## src/rtl/usb_tx_scheduler.sv

```systemverilog
// Arbitrates handshake and data requests onto the single usb_tx command port.
// It also tracks the DATA0/DATA1 toggle and supervises each transfer with fill and start timeouts.
module usb_tx_scheduler #(
   parameter int START_TIMEOUT = 16,
   parameter int FILL_TIMEOUT  = 1024,
   parameter int CNT_W         = 11
) (
   input  logic       clk,
   input  logic       rst,
   input  logic       hs_req,
   input  logic [1:0] hs_type,
   input  logic       data_req,
   input  logic [6:0] data_len,
   input  logic       toggle_clr,
   input  logic [6:0] buffer_occupancy,
   input  logic       tx_transfer_active,
   input  logic       tx_error,
   output logic [2:0] tx_packet,
   output logic       hs_grant,
   output logic       data_grant,
   output logic       busy,
   output logic       done,
   output logic       err,
   output logic       data_toggle
);

   localparam logic [2:0] S_IDLE       = 3'd0;
   localparam logic [2:0] S_WAIT_FILL  = 3'd1;
   localparam logic [2:0] S_ISSUE      = 3'd2;
   localparam logic [2:0] S_WAIT_START = 3'd3;
   localparam logic [2:0] S_ACTIVE     = 3'd4;
   localparam logic [2:0] S_FINISH     = 3'd5;

   localparam logic [2:0] PKT_NONE  = 3'b000;
   localparam logic [2:0] PKT_DATA0 = 3'b001;
   localparam logic [2:0] PKT_DATA1 = 3'b010;

   localparam logic [CNT_W-1:0] CNT_ONE   = {{(CNT_W-1){1'b0}}, 1'b1};
   localparam logic [CNT_W-1:0] CNT_START = CNT_W'(START_TIMEOUT);
   localparam logic [CNT_W-1:0] CNT_FILL  = CNT_W'(FILL_TIMEOUT);

   logic [2:0]       state_q, state_d;
   logic [CNT_W-1:0] cnt_q, cnt_d;
   logic [2:0]       pkt_q, pkt_d;
   logic [6:0]       len_q, len_d;
   logic             is_data_q, is_data_d;
   logic             err_lat_q, err_lat_d;
   logic [2:0]       tx_packet_q, tx_packet_d;
   logic             hs_grant_q, hs_grant_d;
   logic             data_grant_q, data_grant_d;
   logic             busy_q, busy_d;
   logic             done_q, done_d;
   logic             err_q, err_d;
   logic             data_toggle_q, data_toggle_d;
   logic             toggle_flip;
   logic [CNT_W-1:0] cnt_inc;

   // Next-state, command and pulse computation for the transfer sequencer
   always_comb begin
      state_d      = state_q;
      cnt_d        = cnt_q;
      pkt_d        = pkt_q;
      len_d        = len_q;
      is_data_d    = is_data_q;
      err_lat_d    = err_lat_q;
      tx_packet_d  = PKT_NONE;
      hs_grant_d   = 1'b0;
      data_grant_d = 1'b0;
      done_d       = 1'b0;
      err_d        = 1'b0;
      toggle_flip  = 1'b0;
      // saturating increment so the timeout compare can never be skipped by wrap
      cnt_inc      = (cnt_q == {CNT_W{1'b1}}) ? cnt_q : cnt_q + CNT_ONE;

      case (state_q)
         S_IDLE: begin
            cnt_d     = {CNT_W{1'b0}};
            err_lat_d = 1'b0;
            if (hs_req && (hs_type != 2'b00)) begin
               hs_grant_d = 1'b1;
               is_data_d  = 1'b0;
               pkt_d      = {1'b0, hs_type} + 3'd2;
               state_d    = S_ISSUE;
            end else if (data_req) begin
               data_grant_d = 1'b1;
               is_data_d    = 1'b1;
               len_d        = data_len;
               pkt_d        = data_toggle_q ? PKT_DATA1 : PKT_DATA0;
               state_d      = S_WAIT_FILL;
            end else begin
               state_d = S_IDLE;
            end
         end
         S_WAIT_FILL: begin
            if (buffer_occupancy >= len_q) begin
               state_d = S_ISSUE;
            end else begin
               cnt_d = cnt_inc;
               if (cnt_inc >= CNT_FILL) begin
                  err_d   = 1'b1;
                  state_d = S_IDLE;
               end else begin
                  state_d = S_WAIT_FILL;
               end
            end
         end
         S_ISSUE: begin
            tx_packet_d = pkt_q;
            cnt_d       = {CNT_W{1'b0}};
            err_lat_d   = 1'b0;
            state_d     = S_WAIT_START;
         end
         S_WAIT_START: begin
            err_lat_d = err_lat_q | tx_error;
            if (tx_transfer_active) begin
               state_d = S_ACTIVE;
            end else begin
               cnt_d = cnt_inc;
               if (cnt_inc >= CNT_START) begin
                  err_d   = 1'b1;
                  state_d = S_IDLE;
               end else begin
                  state_d = S_WAIT_START;
               end
            end
         end
         S_ACTIVE: begin
            err_lat_d = err_lat_q | tx_error;
            // active dropping while in ACTIVE is the falling edge: result pulses during FINISH
            if (!tx_transfer_active) begin
               state_d = S_FINISH;
               if (err_lat_d) begin
                  err_d = 1'b1;
               end else begin
                  done_d      = 1'b1;
                  toggle_flip = is_data_q;
               end
            end else begin
               state_d = S_ACTIVE;
            end
         end
         S_FINISH: begin
            state_d = S_IDLE;
         end
         default: begin
            state_d = S_IDLE;
         end
      endcase

      if (toggle_clr) begin
         data_toggle_d = 1'b0;
      end else begin
         data_toggle_d = data_toggle_q ^ toggle_flip;
      end
      busy_d = (state_d != S_IDLE);
   end

   // State and registered outputs
   always_ff @(posedge clk or posedge rst) begin
      if (rst) begin
         state_q       <= S_IDLE;
         cnt_q         <= {CNT_W{1'b0}};
         pkt_q         <= PKT_NONE;
         len_q         <= 7'd0;
         is_data_q     <= 1'b0;
         err_lat_q     <= 1'b0;
         tx_packet_q   <= PKT_NONE;
         hs_grant_q    <= 1'b0;
         data_grant_q  <= 1'b0;
         busy_q        <= 1'b0;
         done_q        <= 1'b0;
         err_q         <= 1'b0;
         data_toggle_q <= 1'b0;
      end else begin
         state_q       <= state_d;
         cnt_q         <= cnt_d;
         pkt_q         <= pkt_d;
         len_q         <= len_d;
         is_data_q     <= is_data_d;
         err_lat_q     <= err_lat_d;
         tx_packet_q   <= tx_packet_d;
         hs_grant_q    <= hs_grant_d;
         data_grant_q  <= data_grant_d;
         busy_q        <= busy_d;
         done_q        <= done_d;
         err_q         <= err_d;
         data_toggle_q <= data_toggle_d;
      end
   end

   assign tx_packet   = tx_packet_q;
   assign hs_grant    = hs_grant_q;
   assign data_grant  = data_grant_q;
   assign busy        = busy_q;
   assign done        = done_q;
   assign err         = err_q;
   assign data_toggle = data_toggle_q;

endmodule
```

## config.mk

```make
export PLATFORM = sky130hd
export DESIGN_NAME = usb_tx_scheduler
export DESIGN_NICKNAME = d
export VERILOG_FILES = /design/src/rtl/usb_tx_scheduler.sv
export SDC_FILE = /design/constraint.sdc
export NUM_CORES = 1
export LEC_CHECK = 0
export CAP_MARGIN = 20
export CORE_AREA = 2 2 91 84
export DETAILED_ROUTE_END_ITERATION = 16
export DIE_AREA = 0 0 93 86
export PLACE_DENSITY = 0.47
export SETUP_SLACK_MARGIN = 0.4
export SLEW_MARGIN = 30
export SYNTH_ARGS = -nofsm -noshare
export SYNTH_HDL_FRONTEND = slang
export SYNTH_SLANG_ARGS = --single-unit
```

## constraint.sdc

```tcl
create_clock -name clk -period 5.4 [get_ports clk]
set_input_delay 1.08 -clock clk [delete_from_list [all_inputs] [get_ports clk]]
set_output_delay 1.08 -clock clk [all_outputs]
set_load 0.02 [all_outputs]
```

==> impl_metrics.py <==
metrics = {
    "timing": {
        "max_freq_mhz": 335,
        "finalClockSkew_ps": 5.10,
        "maxSlewViolCount": 0,
        "hold_viol": 0,
        "period_share": 0.553,
        "worst_slew_pin_slew_ps": 753,
        "tns_ps": 0,
        "maxSlewHeadroom": 0.493,
        "period_needed_ps": 2990,
        "setup_viol": 0,
        "grt_setup_unrepaired": "no",
    },
    "power_and_ir_drop": {
        "switching_share": 0.398,
        "comb_power_share": 0.428,
        "power_frac_clock": 0.172,
        "sequentialPowerShare": 0.400,
        "power.leakage_nw": 1.05,
        "pwr_density_cell_nw_per_um2": 413,
        "p_sw_w": 0.000415,
        "vdd_drop_max_mv": 0.183,
        "internal_power_w": 0.000627,
        "p_total_w": 0.00104,
    },
    "clock_tree": {
        "clock_latency_ps": 280,
        "post-cts-setup-buffers": 0,
        "path_clk_slew_ps": 70,
        "cts_tree": "done",
        "cts.sinks": 35,
        "cts_resized": 0,
        "cts-root-buf": "clkbuf_8",
        "numCtsBuffers": 5,
        "htreeDepth": 2,
        "cts_hold_buf": 0,
        "cts.path.max_buffers": 2,
    },
    "grt": {
        "first_global_vias": 1564,
        "overflow": 0,
        "track_usage": 0.127,
        "antenna_found_initial": 0,
        "grt_pass1_wl_um": 7980,
        "grt_max_degree": 36,
    },
    "logic_synthesis": {
        "synthSimpleGateAreaFrac": 0.181,
        "synth-edff-count": 0,
        "synthMuxAreaShare": 0.0723,
        "synth_xor_area_frac": 0.0128,
        "synth_ff_type": "dfrtp_1",
        "synth_cells": 211,
        "netlist_area_sq_um": 2060,
        "synth_compound_area_frac": 0.204,
        "synth.distinct_cells": 56,
        "synth_top_family_by_area": "compound AO/OA/AOI/OAI gates",
        "syn_area_per_cell_sq_um": 9.76,
        "async_reset_ff_frac": 1.00,
        "synthAdderAreaFrac": 0.0486,
        "syn_nets": 242,
        "ys_warn_count": 0,
        "yosysSeqAreaShare": 0.425,
        "ys_ff_latch": 35,
    },
    "route": {
        "met1Wirelength_um": 2510,
        "highest_layer": "met4",
        "antenna_left": 0,
        "vias_per_cell": 4.91,
        "avgRoutedWirePerCell_um": 14.3,
        "remaining_drc_errors": 0,
        "route.met2.wl_um": 1990,
        "num_vias": 1646,
        "drtIter0Drc": 75,
        "wl_um": 4780,
        "first_pass_iters": 4,
        "wl_met3_um": 200,
    },
    "worst_setup_path": {
        "timing.rr.start": "cnt_q[0]",
        "r2r-end": "err",
        "cp.arrival_ps": 3190,
        "crit_required_ps": 5610,
        "endpoint_kind": "register",
        "start_kind": "input pin",
        "setup.worst_path.start": "buffer_occupancy[2]",
        "cp_max_fo": 8,
        "reg2reg_slack_ps": 3120,
        "r2r_cells": 6,
        "path_class": "in -> reg",
    },
    "placement": {
        "portBuffers": 31,
        "gp_congestion": 0.767,
        "dp_hpwl_um": 3470,
    },
    "cells_and_area": {
        "diodes": 0,
        "nets": 272,
        "syn2layout_area_growth_pct": 22.5,
        "drive_above_1_share": 0.0992,
        "fillers": 722,
    },
    "job": {
        "cap_viol_max_count": 0,
    },
    "worst_hold_path": {
        "holdPathEnd": "done",
        "hold_path_depth": 1,
        "min_path_type": "reg -> reg",
        "hp-start": "err_lat_q",
    },
    "floorplan": {
        "io_pins": 32,
        "die_x_um": 93,
        "core_region_area_sq_um": 6970,
        "dieArea_sq_um": 8000,
        "start_util": 0.296,
        "core.rowCount": 29,
        "fp.dieH_um": 86,
    },
    "status": {
        "status": "finished clean",
    },
}
## worst max path at each step
stage                to  slack (ps)  cells past startpoint
6_report       cnt_q[9]        2410                      7
5_1_grt        cnt_q[9]        2290                      7
4_1_cts        cnt_q[9]        2400                      7
3_5_place_dp   cnt_q[7]        2110                      7
3_3_place_gp   cnt_q[9]        2190                      7
2_1_floorplan  cnt_q[3]        2740                      6
## cell usage in the layout, fill, tap and decap left out, types with 4 or more instances in the layout
cell             count
dfrtp_1             35
clkdlybuf4s50_1     31
inv_1               17
nand2_1             17
nor2_1              15
nand2b_1            10
o21ai_0              8
ha_1                 8
mux2_2               7
mux2i_1              7
nand3_1              6
a21oi_1              6
a211oi_1             6
a31oi_1              5
o211ai_1             5
clkbuf_8             5
nor3_1               4
a22o_1               4
## per-layer routing
layer / track usage / vias up
met5: 0 / -
met4: 0.0481 / 0
met3: 0.0246 / 6
met2: 0.179 / 31
met1: 0.190 / 777
li1: - / 832
## cells in the mapped netlist, types with 2 or more instances
cell | number | share of area
a211oi_1 | 6 | 0.022
a21oi_1 | 6 | 0.015
a22o_1 | 4 | 0.017
a31oi_1 | 5 | 0.015
a32o_1 | 2 | 0.0097
and3_1 | 2 | 0.0061
and4_1 | 2 | 0.0085
buf_2 | 2 | 0.0049
buf_4 | 2 | 0.0073
clkbuf_1 | 4 | 0.0073
dfrtp_1 | 35 | 0.43
ha_1 | 8 | 0.049
inv_1 | 17 | 0.031
mux2_2 | 7 | 0.038
mux2i_1 | 7 | 0.034
nand2_1 | 17 | 0.031
nand2b_1 | 10 | 0.030
nand3_1 | 6 | 0.015
nand4_1 | 2 | 0.0061
nor2_1 | 15 | 0.027
nor3_1 | 4 | 0.0097
o211ai_1 | 5 | 0.018
o21a_1 | 2 | 0.0073
o21ai_0 | 8 | 0.019
xnor2_1 | 2 | 0.0085
## power groups by stage
stage	Sequential [W]	Clock, W	Combinational (W)
2_1_floorplan	0.000397	0	0.000340
5_1_grt	0.000429	0.000200	0.000498
6_report	0.000417	0.000179	0.000446
3_3_place_gp	0.000420	0	0.000451
3_5_place_dp	0.000419	0	0.000449
4_1_cts	0.000415	0.000189	0.000450
## cell type report
cell class / count / area, sq um / area share
Sequential cell: 35 / 876 / 0.347
Inverter: 17 / 63.8 / 0.0253
Clock inverter: 1 / 5.00 / 0.00198
Multi-Input combinational cell: 150 / 1070 / 0.423
Timing Repair Buffer: 32 / 318 / 0.126
Tap cell: 93 / 116 / 0.0461
Clock buffer: 7 / 76.3 / 0.0302
## stage by stage
stage	utilization	cell area (sq um)	cells	hold slack [ps]	worst slack, ps
finish	0.362	2520	335	488	2410
global route	0.362	2520	335	513	2290
CTS	0.362	2520	335	494	2400
detailed placement	0.351	2440	327	476	2110
global placement	0.351	2440	327	481	2190
floorplan	-	2060	211	445	2740
## registers in the layout (all words and copies together), names as in the netlist
| register | flops |
|---|---|
| pkt_q | 3 |
| cnt_q | 11 |
| busy | 1 |
| state_q | 3 |
| is_data_q | 1 |
| data_grant | 1 |
| err_lat_q | 1 |
| len_q | 7 |
| hs_grant | 1 |
| err | 1 |
| data_toggle | 1 |
| done | 1 |
| tx_packet | 3 |
## kinds of logic after synthesis
| logic type | Yosys count |
|---|---|
| buffers and inverters | 26 |
| flip-flops | 35 |
| AND/OR/NAND/NOR | 70 |
| XOR/XNOR | 3 |
| adder cells (fa/ha/maj) | 8 |
| multiplexers | 14 |
| AO/OA/AOI/OAI | 55 |
## critical path, stage by stage
cell and delay (ps):
clkdlybuf4s50_1 400, ha_1 310, a211o_1 260, a31oi_1 350, o21ai_2 220, a211oi_1 350
mux2i_1 210
(Power assumes the default switching activity.)
